### src/rtl/bus_dma_arbiter.sv
// Bus ownership arbiter for the CPU and two NPR DMA channels. It has a registered grant FSM and steers the owner's request onto the bus.
// Define ARB_BURST_LIMIT_EN to preempt a DMA owner after BURST_MAX cycles when another master is waiting.
module bus_dma_arbiter #(
  parameter int AW        = 22,
  parameter int DW        = 16,
  parameter int BURST_MAX = 16
) (
  input  logic          clk,
  input  logic          reset,
  input  logic          dma_enable,
  input  logic          cpu_req,
  input  logic [AW-1:0] cpu_addr,
  input  logic          cpu_rd,
  input  logic          cpu_wr,
  input  logic          cpu_byte_op,
  input  logic [DW-1:0] cpu_data,
  output logic          cpu_gnt,
  input  logic          dma0_req,
  input  logic [AW-1:0] dma0_addr,
  input  logic          dma0_rd,
  input  logic          dma0_wr,
  input  logic          dma0_byte_op,
  input  logic [DW-1:0] dma0_data,
  output logic          dma0_gnt,
  input  logic          dma1_req,
  input  logic [AW-1:0] dma1_addr,
  input  logic          dma1_rd,
  input  logic          dma1_wr,
  input  logic          dma1_byte_op,
  input  logic [DW-1:0] dma1_data,
  output logic          dma1_gnt,
  output logic [AW-1:0] bus_addr,
  output logic          bus_rd,
  output logic          bus_wr,
  output logic          bus_byte_op,
  output logic [DW-1:0] bus_data_in,
  output logic [1:0]    grant_state
);

  typedef enum logic [1:0] {
    ST_IDLE = 2'b00,
    ST_CPU  = 2'b01,
    ST_DMA0 = 2'b10,
    ST_DMA1 = 2'b11
  } state_t;

  state_t state_r, state_next_s;
  logic   rr_r;  // 0: DMA0 wins a tie, 1: DMA1 wins a tie
  logic   dma0_eff_s, dma1_eff_s;
  logic   dma0_cand_s, dma1_cand_s;
  logic   dma0_preempt_s, dma1_preempt_s;

  assign dma0_eff_s = dma0_req & dma_enable;
  assign dma1_eff_s = dma1_req & dma_enable;

`ifdef ARB_BURST_LIMIT_EN
  localparam int            CW         = $clog2(BURST_MAX + 1);
  localparam logic [CW-1:0] BURST_LAST = CW'(BURST_MAX - 1);
  localparam logic [CW-1:0] BURST_TOP  = CW'(BURST_MAX);

  logic [CW-1:0] burst_cnt_r;
  logic [1:0]    excl_r;  // channel preempted last; barred from the next decision
  logic          burst_hit_s;

  // The current cycle counts as an owned cycle, so compare against BURST_MAX-1.
  assign burst_hit_s    = (burst_cnt_r >= BURST_LAST);
  assign dma0_preempt_s = burst_hit_s & (dma1_eff_s | cpu_req) & ~dma0_rd & ~dma0_wr;
  assign dma1_preempt_s = burst_hit_s & (dma0_eff_s | cpu_req) & ~dma1_rd & ~dma1_wr;
  assign dma0_cand_s    = dma0_eff_s & ~excl_r[0];
  assign dma1_cand_s    = dma1_eff_s & ~excl_r[1];

  // Burst counter and one-shot exclusion of a preempted channel
  always_ff @(posedge clk or negedge reset) begin
    if (!reset) begin
      burst_cnt_r <= {CW{1'b0}};
      excl_r      <= 2'b00;
    end else begin
      if (state_next_s == ST_IDLE) begin
        burst_cnt_r <= {CW{1'b0}};
      end else if ((state_r == ST_DMA0 || state_r == ST_DMA1) && burst_cnt_r != BURST_TOP) begin
        burst_cnt_r <= burst_cnt_r + {{(CW-1){1'b0}}, 1'b1};
      end else begin
        burst_cnt_r <= burst_cnt_r;
      end
      if (state_r == ST_DMA0 && dma0_preempt_s) begin
        excl_r <= 2'b01;
      end else if (state_r == ST_DMA1 && dma1_preempt_s) begin
        excl_r <= 2'b10;
      end else if (state_r == ST_IDLE) begin
        excl_r <= 2'b00;
      end else begin
        excl_r <= excl_r;
      end
    end
  end
`else
  localparam int burst_max_unused = BURST_MAX;

  assign dma0_preempt_s = 1'b0;
  assign dma1_preempt_s = 1'b0;
  assign dma0_cand_s    = dma0_eff_s;
  assign dma1_cand_s    = dma1_eff_s;
`endif

  // Next-state selection: DMA over CPU, and an owner is never dropped mid-strobe
  always_comb begin
    state_next_s = state_r;
    case (state_r)
      ST_IDLE: begin
        if (dma0_cand_s & dma1_cand_s) begin
          state_next_s = rr_r ? ST_DMA1 : ST_DMA0;
        end else if (dma0_cand_s) begin
          state_next_s = ST_DMA0;
        end else if (dma1_cand_s) begin
          state_next_s = ST_DMA1;
        end else if (cpu_req) begin
          state_next_s = ST_CPU;
        end else begin
          state_next_s = ST_IDLE;
        end
      end
      ST_CPU: begin
        if (~cpu_req & ~cpu_rd & ~cpu_wr) state_next_s = ST_IDLE;
        else                              state_next_s = ST_CPU;
      end
      ST_DMA0: begin
        if ((~dma0_eff_s & ~dma0_rd & ~dma0_wr) | dma0_preempt_s) state_next_s = ST_IDLE;
        else                                                      state_next_s = ST_DMA0;
      end
      ST_DMA1: begin
        if ((~dma1_eff_s & ~dma1_rd & ~dma1_wr) | dma1_preempt_s) state_next_s = ST_IDLE;
        else                                                      state_next_s = ST_DMA1;
      end
      default: state_next_s = ST_IDLE;
    endcase
  end

  // Grant state register and round-robin pointer
  always_ff @(posedge clk or negedge reset) begin
    if (!reset) begin
      state_r <= ST_IDLE;
      rr_r    <= 1'b0;
    end else begin
      state_r <= state_next_s;
      if (state_r == ST_DMA0 && state_next_s != ST_DMA0) begin
        rr_r <= 1'b1;
      end else if (state_r == ST_DMA1 && state_next_s != ST_DMA1) begin
        rr_r <= 1'b0;
      end else begin
        rr_r <= rr_r;
      end
    end
  end

  // Steer only the current owner's request onto the bus
  always_comb begin
    bus_addr    = {AW{1'b0}};
    bus_rd      = 1'b0;
    bus_wr      = 1'b0;
    bus_byte_op = 1'b0;
    bus_data_in = {DW{1'b0}};
    case (state_r)
      ST_CPU: begin
        bus_addr    = cpu_addr;
        bus_rd      = cpu_rd;
        bus_wr      = cpu_wr;
        bus_byte_op = cpu_byte_op;
        bus_data_in = cpu_data;
      end
      ST_DMA0: begin
        bus_addr    = dma0_addr;
        bus_rd      = dma0_rd;
        bus_wr      = dma0_wr;
        bus_byte_op = dma0_byte_op;
        bus_data_in = dma0_data;
      end
      ST_DMA1: begin
        bus_addr    = dma1_addr;
        bus_rd      = dma1_rd;
        bus_wr      = dma1_wr;
        bus_byte_op = dma1_byte_op;
        bus_data_in = dma1_data;
      end
      default: begin
        bus_addr    = {AW{1'b0}};
        bus_rd      = 1'b0;
        bus_wr      = 1'b0;
        bus_byte_op = 1'b0;
        bus_data_in = {DW{1'b0}};
      end
    endcase
  end

  assign cpu_gnt     = (state_r == ST_CPU);
  assign dma0_gnt    = (state_r == ST_DMA0);
  assign dma1_gnt    = (state_r == ST_DMA1);
  assign grant_state = state_r;

endmodule

### config.mk
export PLATFORM = sky130hd
export DESIGN_NAME = bus_dma_arbiter
export DESIGN_NICKNAME = d
export VERILOG_FILES = /design/src/rtl/bus_dma_arbiter.sv
export SDC_FILE = /design/constraint.sdc
export NUM_CORES = 1
export LEC_CHECK = 0
export ABC_AREA = 0
export CAP_MARGIN = 20
export CORE_AREA = 2 2 79 66
export CTS_BUF_LIST = sky130_fd_sc_hd__clkbuf_8
export CTS_CLUSTER_DIAMETER = 200
export CTS_CLUSTER_SIZE = 12
export DETAILED_ROUTE_END_ITERATION = 10
export DIE_AREA = 0 0 81 68
export PLACE_DENSITY = 0.85
export SYNTH_ARGS = -nofsm -noshare
export SYNTH_HDL_FRONTEND = slang
export SYNTH_SLANG_ARGS = --single-unit
### constraint.sdc
create_clock -name clk -period 1.6 [get_ports clk]
set_input_delay 0.24 -clock clk [delete_from_list [all_inputs] [get_ports clk]]
set_output_delay 0.24 -clock clk [all_outputs]
set_load 0.02 [all_outputs]
==> results.ini <==
[logic_synthesis]
synth.cell_area_mm2 = 0.00114
synthCells = 159
async_flop_share_pct = 100
syn-num-nets = 288
yosys.area.top_type = mux2i_1
postSynthAreaPerCell_um2 = 7.18
synth-edff-count = 0
synth_common_cells = mux2i_1 (41), nand2_1 (41), o21ai_1 (40)
netlist_top_cells_area = mux2i_1 (36%), o21ai_1 (18%), nand2_1 (13%)
seq_area_frac_synth_pct = 6.58
synth.distinct_cells = 26
post-synth-top-area-fraction_pct = 36.0
ys.flop_type = dfrtp_1
postSynthRegisterBits = 3
yosysWarningCount = 0

[grt]
grt_pass1_vias = 1856
grt_max_degree = 29
grt_usage_pct = 19.0
antenna_found_initial = 0
grt_pass1_wl_um = 8310
grt-ovfl-total = 0

[sta]
tightestPinTransition_ns = 0.354
fin_crit_ns = 1.66
fmax_mhz = 604
whs_ns = 0.203
maxSlewHeadroom_pct = 76.4
clock_skew_ns = 0.00378
hold_viol = 0
rsz0062_at_grt = yes
drv_slew = 0
setup_tns_ns = -0.367
layout_setup_ws_ns = -0.0554
fin_crit_sh_pct = 103
setup_viol = 23

[die]
dieArea_mm2 = 0.00551
pin_count = 175
initial_core_util_pct = 23.9
fp.coreArea_mm2 = 0.00478
die_h_um = 68
num_rows = 23
die_x_um = 81

[drt]
viasPerCell = 4.66
post-route-drc-count = 0
dr.pass1.iters = 4
num_vias = 1907
wl_um = 6040
wl_per_cell_um = 14.8
detail-route-antenna-nets = 0
drt_iter0_markers = 42

[clock_tree]
clock_sinks = 3
hold_buffers = 0
cts.htree.levels = 1
numCtsBuffers = 3
cts_buffer_depth = 2
clkSlewWorstSetupHoldPaths_ns = 0.03
cts_tree = done
root_buffer = clkbuf_8
insertion_delay_ns = 0.22

[pwr]
seqPwrFrac_pct = 3.3
switching_share_pct = 48.7
ir_worst_vdd_uv = 1290
comb_power_share_pct = 92.5
p_clk_share_pct = 4.2
switchingPower_mw = 2.53
p_total_mw = 5.19
p_leak_nw = 1.42
p_int_mw = 2.66
powerDensity_mw_per_mm2 = 1620

[final_layout]
instances_no_fill = 409
nets = 477
syn_to_final_growth_pct = 181
drive_above_1_share_pct = 32.3
final_area_mm2 = 0.00321
antenna_cells = 0

[worst_setup_path]
cp_cell_sequence = nor2b_4 > buf_6 > buf_8 > buf_6 > nand2_2 > o21ai_1 > buf_4
cp.arrival_ns = 1.42
critPathKind = reg -> out
crit_family = buffers and inverters
worstPathMaxFanout = 6
max_stage_delay_ns = 0.39
worst_path_max_delay_cell = dfrtp_2
crit_required_ns = 1.36
crit_buf_inv = 4
startpoint_type = flip-flop
end_kind = output port
worst_path_most_repeated_cell = buf_6

[run_status]
status = complete, but fails checks
violations = negative setup slack

[placed_design]
place_area_mm2 = 0.00298
hpwl_um = 4540
io_buffers = 174
place_inst = 396
place.gp.congestion = 0.737

[job]
maxCapViolCount = 0

[worst_hold_path]
hp-class = in -> async

==> timing repair <==
item | 4_1_cts | 5_1_grt
gates resized for setup | 201 | 76
endpoints found under the setup margin | 46 | 45
cloned | 1 | 2
setup buffers | 2 | 6
pin swaps | 0 | 11
==> layout by cell type, fill, tap and decap left out, drive strengths merged <==
master	count
o2111ai	1
o211ai	2
buf	64
a211o	2
dlymetal6s2s	1
mux2i	41
and2b	1
o21ai	44
inv	3
clkdlybuf4s50	128
and2	1
o32ai	1
nand3	1
a21boi	1
clkbuf	6
nand2	41
dlygate4sd2	2
nor2	1
a2bb2oi	1
dfrtp	3
nor2b	2
==> metrics by stage <==
stage / worst slack [ns] / utilization (%)
3_3_place_gp: -0.278 / 62.3
5_1_grt: -0.111 / 67.1
3_5_place_dp: -0.241 / 62.3
6_report: -0.0554 / 67.1
4_1_cts: -0.129 / 61.3
2_1_floorplan: 0.110 / -
==> sequential cells by signal, indices dropped and copies added, names as in the netlist <==
name / count
grant_state: 2
rr_r: 1
==> final timing paths <==
path | from | end | slack, ns | cells after the start
worst min register to register | rr_r | rr_r | 0.58 | 1
worst max register to register | grant_state[0] | grant_state[0] | 0.30 | 4
max in group asynchronous | reset | grant_state[1] | 1.24 | 1
worst min-delay path | reset | grant_state[0] | 0.20 | 1
worst max-delay path | grant_state[0] | bus_data_in[3] | -0.06 | 7
min in group clk | rr_r | rr_r | 0.58 | 1
==> logic make-up (layout without fill, tap and decap cells) <==
family	count (synthesis)	in the layout	share of synthesized area, %
compound gates	52	52	25.5
buf+inv	16	204	15.0
flops	3	3	6.58
mux	41	41	36.0
simple gates	47	47	16.9
==> metal layers <==
layer  global-route usage, %  share of wire, %  up-vias
li1                        -                 -      946
met4                    3.18              0.38        0
met5                       0                 0        -
met3                    6.20                12        4
met2                    37.2                52       99
met1                    20.2                35      858
==> area by class of cell <==
| cell class | instances | area [um2] |
|---|---|---|
| timing repair buffer | 198 | 1970 |
| fill | 402 | 1570 |
| multi-input combinational | 140 | 1030 |
| sequential | 3 | 77.6 |
| tap | 62 | 77.6 |
| clock buffer | 3 | 41.3 |
| inverter | 2 | 7.51 |
| clock inverter | 1 | 3.75 |
==> power groups by stage <==
stage / clock, mW / combinational, mW / sequential, mW
2_1_floorplan: 0 / 2.52 / 0.188
3_3_place_gp: 0 / 4.34 / 0.168
3_5_place_dp: 0 / 4.39 / 0.174
4_1_cts: 0.222 / 4.18 / 0.175
5_1_grt: 0.233 / 5.09 / 0.177
6_report: 0.220 / 4.80 / 0.171
No activity file was read; power rests on OpenSTA's default activity.
